$ cat src/rtl/song_recorder.sv
// song_recorder: turns a live tone stream into {duration, tone} entries written to song RAM.
// Optional end-of-song 0x00 terminator via SONG_RECORDER_END_MARK_EN.
module song_recorder #(
  parameter int TICK_DIV = 12_500_000
) (
  input  logic       clk,
  input  logic       rst,
  input  logic [3:0] tone_in,
  input  logic       rec_start,
  input  logic       rec_stop,
  output logic       mem_we,
  output logic [7:0] mem_addr,
  output logic [7:0] mem_din,
  output logic       recording,
  output logic       full,
  output logic [8:0] note_count
);
  localparam int TW = $clog2(TICK_DIV);
`ifdef SONG_RECORDER_END_MARK_EN
  localparam logic [7:0] LAST = 8'd254;
  typedef enum logic [1:0] {IDLE, REC, FLUSH, MARK} state_t;
`else
  localparam logic [7:0] LAST = 8'd255;
  typedef enum logic [1:0] {IDLE, REC, FLUSH} state_t;
`endif
  state_t state;
  logic [3:0] held_tone, dur_cnt;
  logic [TW-1:0] tick_cnt;
  logic [7:0] wr_addr;
  logic wrap, sat, chg, note_wr;
  // A saturating note always has dur_cnt == 15, so dur_cnt is the entry duration in every case.
  always_comb begin
    wrap = tick_cnt == TW'(TICK_DIV - 1);
    sat = wrap && (&dur_cnt);
    chg = tone_in != held_tone;
    note_wr = state == REC && ((rec_stop || chg) ? |dur_cnt : sat);
  end
  always_ff @(posedge clk) begin
    if (rst) begin
      state <= IDLE;
      mem_we <= 1'b0;
      mem_addr <= 8'd0;
      mem_din <= 8'd0;
      recording <= 1'b0;
      full <= 1'b0;
      note_count <= 9'd0;
      held_tone <= 4'd0;
      dur_cnt <= 4'd0;
      tick_cnt <= '0;
      wr_addr <= 8'd0;
    end else begin
      mem_we <= note_wr;
      mem_addr <= wr_addr;
      if (note_wr) begin
        mem_din <= {dur_cnt, held_tone};
        wr_addr <= wr_addr + {7'd0, wr_addr != 8'hFF};
        note_count <= note_count + 9'd1;
        full <= full | (wr_addr == LAST);
      end
      case (state)
        IDLE: if (rec_start) begin
          state <= REC;
          recording <= 1'b1;
          wr_addr <= 8'd0;
          note_count <= 9'd0;
          full <= 1'b0;
          dur_cnt <= 4'd0;
          tick_cnt <= '0;
          held_tone <= tone_in;
        end
        REC: begin
          tick_cnt <= wrap ? '0 : tick_cnt + TW'(1);
          dur_cnt <= dur_cnt + {3'd0, wrap};
          if (rec_stop || (note_wr && wr_addr == LAST)) state <= FLUSH;
          else if (chg || sat) begin
            held_tone <= tone_in;
            dur_cnt <= 4'd0;
            tick_cnt <= '0;
          end
        end
`ifdef SONG_RECORDER_END_MARK_EN
        FLUSH: begin
          mem_we <= 1'b1;
          mem_din <= 8'h00;
          state <= MARK;
        end
        MARK: begin
          state <= IDLE;
          recording <= 1'b0;
        end
`else
        FLUSH: begin
          state <= IDLE;
          recording <= 1'b0;
        end
`endif
        default: state <= IDLE;
      endcase
    end
  end
endmodule
$ cat config.mk
export PLATFORM = sky130hd
export DESIGN_NAME = song_recorder
export DESIGN_NICKNAME = d
export VERILOG_FILES = /design/src/rtl/song_recorder.sv
export SDC_FILE = /design/constraint.sdc
export NUM_CORES = 1
export LEC_CHECK = 0
export CORE_MARGIN = 3
export CORE_UTILIZATION = 40
export CTS_BUF_LIST = sky130_fd_sc_hd__clkbuf_16
export DETAILED_ROUTE_END_ITERATION = 10
export GPL_TIMING_DRIVEN = 0
export PLACE_DENSITY = 0.69
export SYNTH_ARGS = -nofsm -noshare
export SYNTH_HDL_FRONTEND = slang
export SYNTH_SLANG_ARGS = --single-unit
$ cat constraint.sdc
create_clock -name clk -period 3 [get_ports clk]
set_clock_uncertainty 0.15 [all_clocks]
set_input_delay 0.3 -clock clk [delete_from_list [all_inputs] [get_ports clk]]
set_output_delay 0.3 -clock clk [all_outputs]
set_load 0.01 [all_outputs]
======== Word level (Yosys, flattened, before mapping) ========
Index checks and enable logic that the tools add are counted.
word-level totals
  output and inout bits ................... 28
  flip-flop bits (word level) ............. 70
  bits of input ports ..................... 8
  word-level logic and storage cells ...... 69
cells by class
  reductions and logical operators ........ 15
  add/subtract/negate cells ............... 4
  eq/ne operators ......................... 10
  bitwise logic cells ..................... 1
  mux-type cells .......................... 28
operators with widths
  kind                     count
  $mux W24                 4
  $pmux W24 S2             1
  $mux W9                  3
  $add A24 B1 Y24 const B  1
  $eq A24 B24 Y1 const B   1
  $mux W4                  6
  $mux W8                  3
  $pmux W4 S2              2
  $add A9 B1 Y9 const B    1
  $add A8 B1 Y8            1
  $eq A8 B8 Y1 const B     1
  $ne A8 B8 Y1 const B     1
  $reduce_and A4 Y1        2
  $reduce_and A2 Y1        3
  $mux W1                  5
  $add A4 B1 Y4            1
  $mux W2                  2
  $ne A2 B1 Y1 const B     2
  $ne A2 B2 Y1 const B     2
  $ne A4 B4 Y1             1
  $pmux W2 S2              1
  $reduce_bool A2 Y1       2
  $reduce_or A4 Y1         1
  $logic_and A1 B1 Y1      3
  6 further kinds          8

======== Longest topological paths before layout ========
  word-level depth ........................ 8
  depth in mapped cells ................... 9

======== Worst setup path after synthesis ========
OpenSTA, ideal clock, no wires.
  path kind ............................... reg-to-reg
  from .................................... reg tick_cnt[0]
  to ...................................... reg tick_cnt[22]
  buffers on the path ..................... 0
  cell stages (with the launch flop) ...... 8
  data arrival time ....................... 2.080 ns
  setup slack ............................. 0.695 ns
  clock period less this slack ............ 2.305 ns
  library setup time ...................... 0.074 ns
  cell sequence ........................... dfxtp_1 -> ha_1 -> nand3_1 -> or4_1 -> nor3_2 -> nand3_1 -> or3_1 -> a31oi_1
on the way
  longest elaborated chain between the ends .. 8
ends and longest elaborated chain
  element                                                  RTL line  source
  start: declaration                                       28        logic [TW-1:0] tick_cnt;
  start signal: assignment                                 72        tick_cnt <= wrap ? '0 : tick_cnt + TW'(1);
  branches (longest 6 deep; another with $add A24 B1 Y24)  -
  $mux W24 (*)                                             74        if (rec_stop || (note_wr && wr_addr == LAST)) state <= FLUSH;
  $pmux W24 S2 (*)                                         60        case (state)
Mark *: on every way between the ends.
A chain may end at the register's enable or synchronous reset.

======== Worst setup path in the final report ========
  from .................................... reg tick_cnt[0]
  to ...................................... reg tick_cnt[12]
The elaborated chain is that of the path after synthesis.

==> impl_metrics.csv <==
group,metric,value,unit
timing,fin_worst_hold_slack,0.322,ns
placement,hpwl,5.90,mm
finish,regArea,1400,µm²
synth,synthArstFlopShare,0,%
timing,fin_setup_tns,0,ns
synth,synth_area,3360,µm²
power,p_leak,1.41,nW
clock_network,cts_tree,"built",
drt,drt-pass1-iter-count,5,
drt,post_drt_wl_per_cell,15.0,µm
status,outcome,"finished clean",
die,dieHeight,97.6,µm
global_route,grt_pass1_vias,3025,
synth,ys_warn_count,0,
drt,ant_nets,0,
drt,drc,0,
clock_network,cts_buffers,9,
die,core_area,7930,µm²
hold_path,min-delay-path-class,"flop to flop",
drt,via_per_inst,5.73,
global_route,grt_max_degree,15,
synth,synth_top_family_by_area,"simple AND/OR/NAND/NOR gates",
finish,num-fill-cells,749,
global_route,grt_pass1_wl,14.2,mm
timing,rsz0062_at_grt,"no",
finish,diodes,0,
timing,hold_violations,0,
clock_network,cts_hold_buf,0,
timing,finalCritPeriodShare,90.6,%
finish,finalNetCount,460,
drt,drtIter0Drc,230,
finish,drive_gt1_share,7.10,%
synth,syn_avg_cell_area,8.39,µm²
drt,num_vias,3168,
die,die_w,97.6,µm
power,ir_worst_vdd,0.000368,V
placement,gp_congestion,0.815,
critical_path,criticalPathCategory,"flop to flop",
clock_network,clk_latency,0.33,ns
critical_path,end_kind,"flop",
timing,slew_violations,0,
global_route,grt-ovfl-total,0,
synth,synth_edf_count,0,
synth,yosys_register_bits,70,
synth,synth_seq_area_share,41.8,%
synth,yosys.cell_types.count,49,
timing,tightest_slew,0.717,ns
critical_path,crit_required,3.06,ns
die,start_util,42.3,%
clock_network,clock_path_buffers,2,
critical_path,cp.arrival,2.78,ns
synth,synth_cells,400,
synth,syn_nets,414,
synth,synthXorXnorAreaFrac,2.09,%
critical_path,crit_fanout,10,
clock_network,cts.sinks,70,
flow_run,max_cap_violations,0,
clock_network,postCtsSetupBuffers,0,
timing,finalCriticalPeriod,2.72,ns
timing,slew-limit-headroom,51.8,%
global_route,track_usage,17.9,%
die,die-area,9520,µm²
power,powerDensity,541,nW/µm²
clock_network,cts_root_buf,"clkbuf_16",
finish,area_growth,24.1,%
die,row_count,32,
clock_network,cts_resized,0,
synth,yosys.area_share.adder,2.24,%
critical_path,cp-start-kind,"flop",
die,ios,36,
synth,synth-simple-area-share,32.6,%
finish,fin_util,52.5,%
timing,timing.fmax,0.368,GHz
drt,wirelength,8.32,mm
timing,setup_violations,0,
synth,synth_compound_area_share,15.5,%
global_route,grt_antenna_before_repair,0,
synth,synthMuxAreaShare,2.68,%
placement,numPortBuffers,35,
finish,multi_input_area,1850,µm²
clock_network,cts_max_level,3,
synth,dominantRegCellSynth,"dfxtp_1",
clock_network,path_clk_slew,0.06,ns
-- registers in the layout, summed over array words and instances (netlist names), 2 cells and up --
register / flops
dur_cnt: 4
held_tone: 4
mem_addr: 8
mem_din: 8
note_count: 9
state: 2
tick_cnt: 24
wr_addr: 8
-- metrics by stage --
| stage | instance area (µm²) | worst slack [ns] | instances | power, mW |
|---|---|---|---|---|
| floorplan | 3360 | 0.695 | 400 | 1.05 |
| global placement | 3830 | 0.0573 | 537 | 1.09 |
| detailed placement | 3830 | 0.00988 | 537 | 1.10 |
| CTS | 4160 | 0.154 | 553 | 2.27 |
| global route | 4160 | 0.0808 | 553 | 2.33 |
| finish | 4160 | 0.283 | 553 | 2.25 |
-- metal layers --
layer	vias to the layer above	global-route usage, %	part of all wire, %
met3	10	4.31	4.9
li1	1571	-	-
met5	-	0	0
met1	1499	22.8	44
met2	88	29.5	50
met4	0	6.07	1.4
-- report_power, final --
group / internal [mW] / switching (mW)
clock network: 0.741 / 0.435
registers: 0.938 / 0.00660
logic: 0.0457 / 0.0887
total: 1.72 / 0.530
-- worst paths after layout --
path,depth (start not counted),slack [ns],startpoint,end
worst max-delay path,9,0.28,tick_cnt[0],tick_cnt[12]
worst max register to register,9,0.28,tick_cnt[0],tick_cnt[12]
worst min-delay path,2,0.32,full,full
worst min register to register,2,0.32,full,full
-- cell usage after synthesis, drive strengths merged, types with 2 or more instances --
cell type,count,area [µm²]
and4,3,26.3
o41ai,2,17.5
clkbuf,12,45.0
nand2b,10,62.6
o211ai,5,37.5
nand3,17,85.1
inv,8,30.0
and2,3,18.8
buf,6,28.8
nor2,33,124
or3,19,119
nor4,6,43.8
and3,7,43.8
o21ai,32,164
nor2b,12,75.1
o31ai,4,30.0
a31oi,6,37.5
or4,6,48.8
mux2i,9,90.1
or2,4,25.0
nand4,10,62.6
nor4b,3,41.3
nor3,16,85.1
nand2,26,97.6
o2111ai,2,17.5
ha,6,75.1
nor3b,3,22.5
a211oi,3,22.5
xor2,7,61.3
a22oi,3,22.5
dfxtp,70,1400
a21oi,28,140
nand3b,10,75.1
-- cells by family after synthesis --
| logic type | Yosys count |
|---|---|
| AOI/OAI and AO/OA | 89 |
| xor gates and xnor gates | 8 |
| adders and majority gates | 6 |
| buffers and inverters | 26 |
| DFF | 70 |
| muxes | 9 |
| and+or+nand+nor | 192 |
-- worst max-delay path, stage by stage, from the launching register on --
cell,delay [ns]
dfxtp_1,0.38
ha_1,0.25
nand4_1,0.18
or2_2,0.35
o21ai_0,0.30
clkbuf_2,0.31
buf_2,0.29
nor4_1,0.07
o21ai_0,0.19
o41ai_1,0.10
-- placed cells by master, fill, tap and decap left out, types with 6 or more instances in the layout --
master	instances
clkdlybuf4s50_1	35
and3_1	7
nand2b_1	10
mux2i_1	9
o21ai_0	31
a21oi_1	28
nand4_1	10
clkbuf_16	9
clkbuf_1	11
dfxtp_1	70
or3_1	19
nor2b_1	12
a31oi_1	6
nor3_1	15
xor2_1	7
nor2_1	33
ha_1	6
nand2_1	26
nand3b_1	10
nand3_1	17
inv_1	8
-- final cells by class --
class / count / share of cell area (%)
buffer: 18 / 1.80
timing repair buffer: 35 / 8.41
tap: 102 / 3.06
multi-input combinational: 304 / 44.4
clock buffer: 9 / 5.41
sequential: 70 / 33.7
clock inverter: 7 / 2.49
inverter: 8 / 0.721
(Power assumes the default switching activity.)
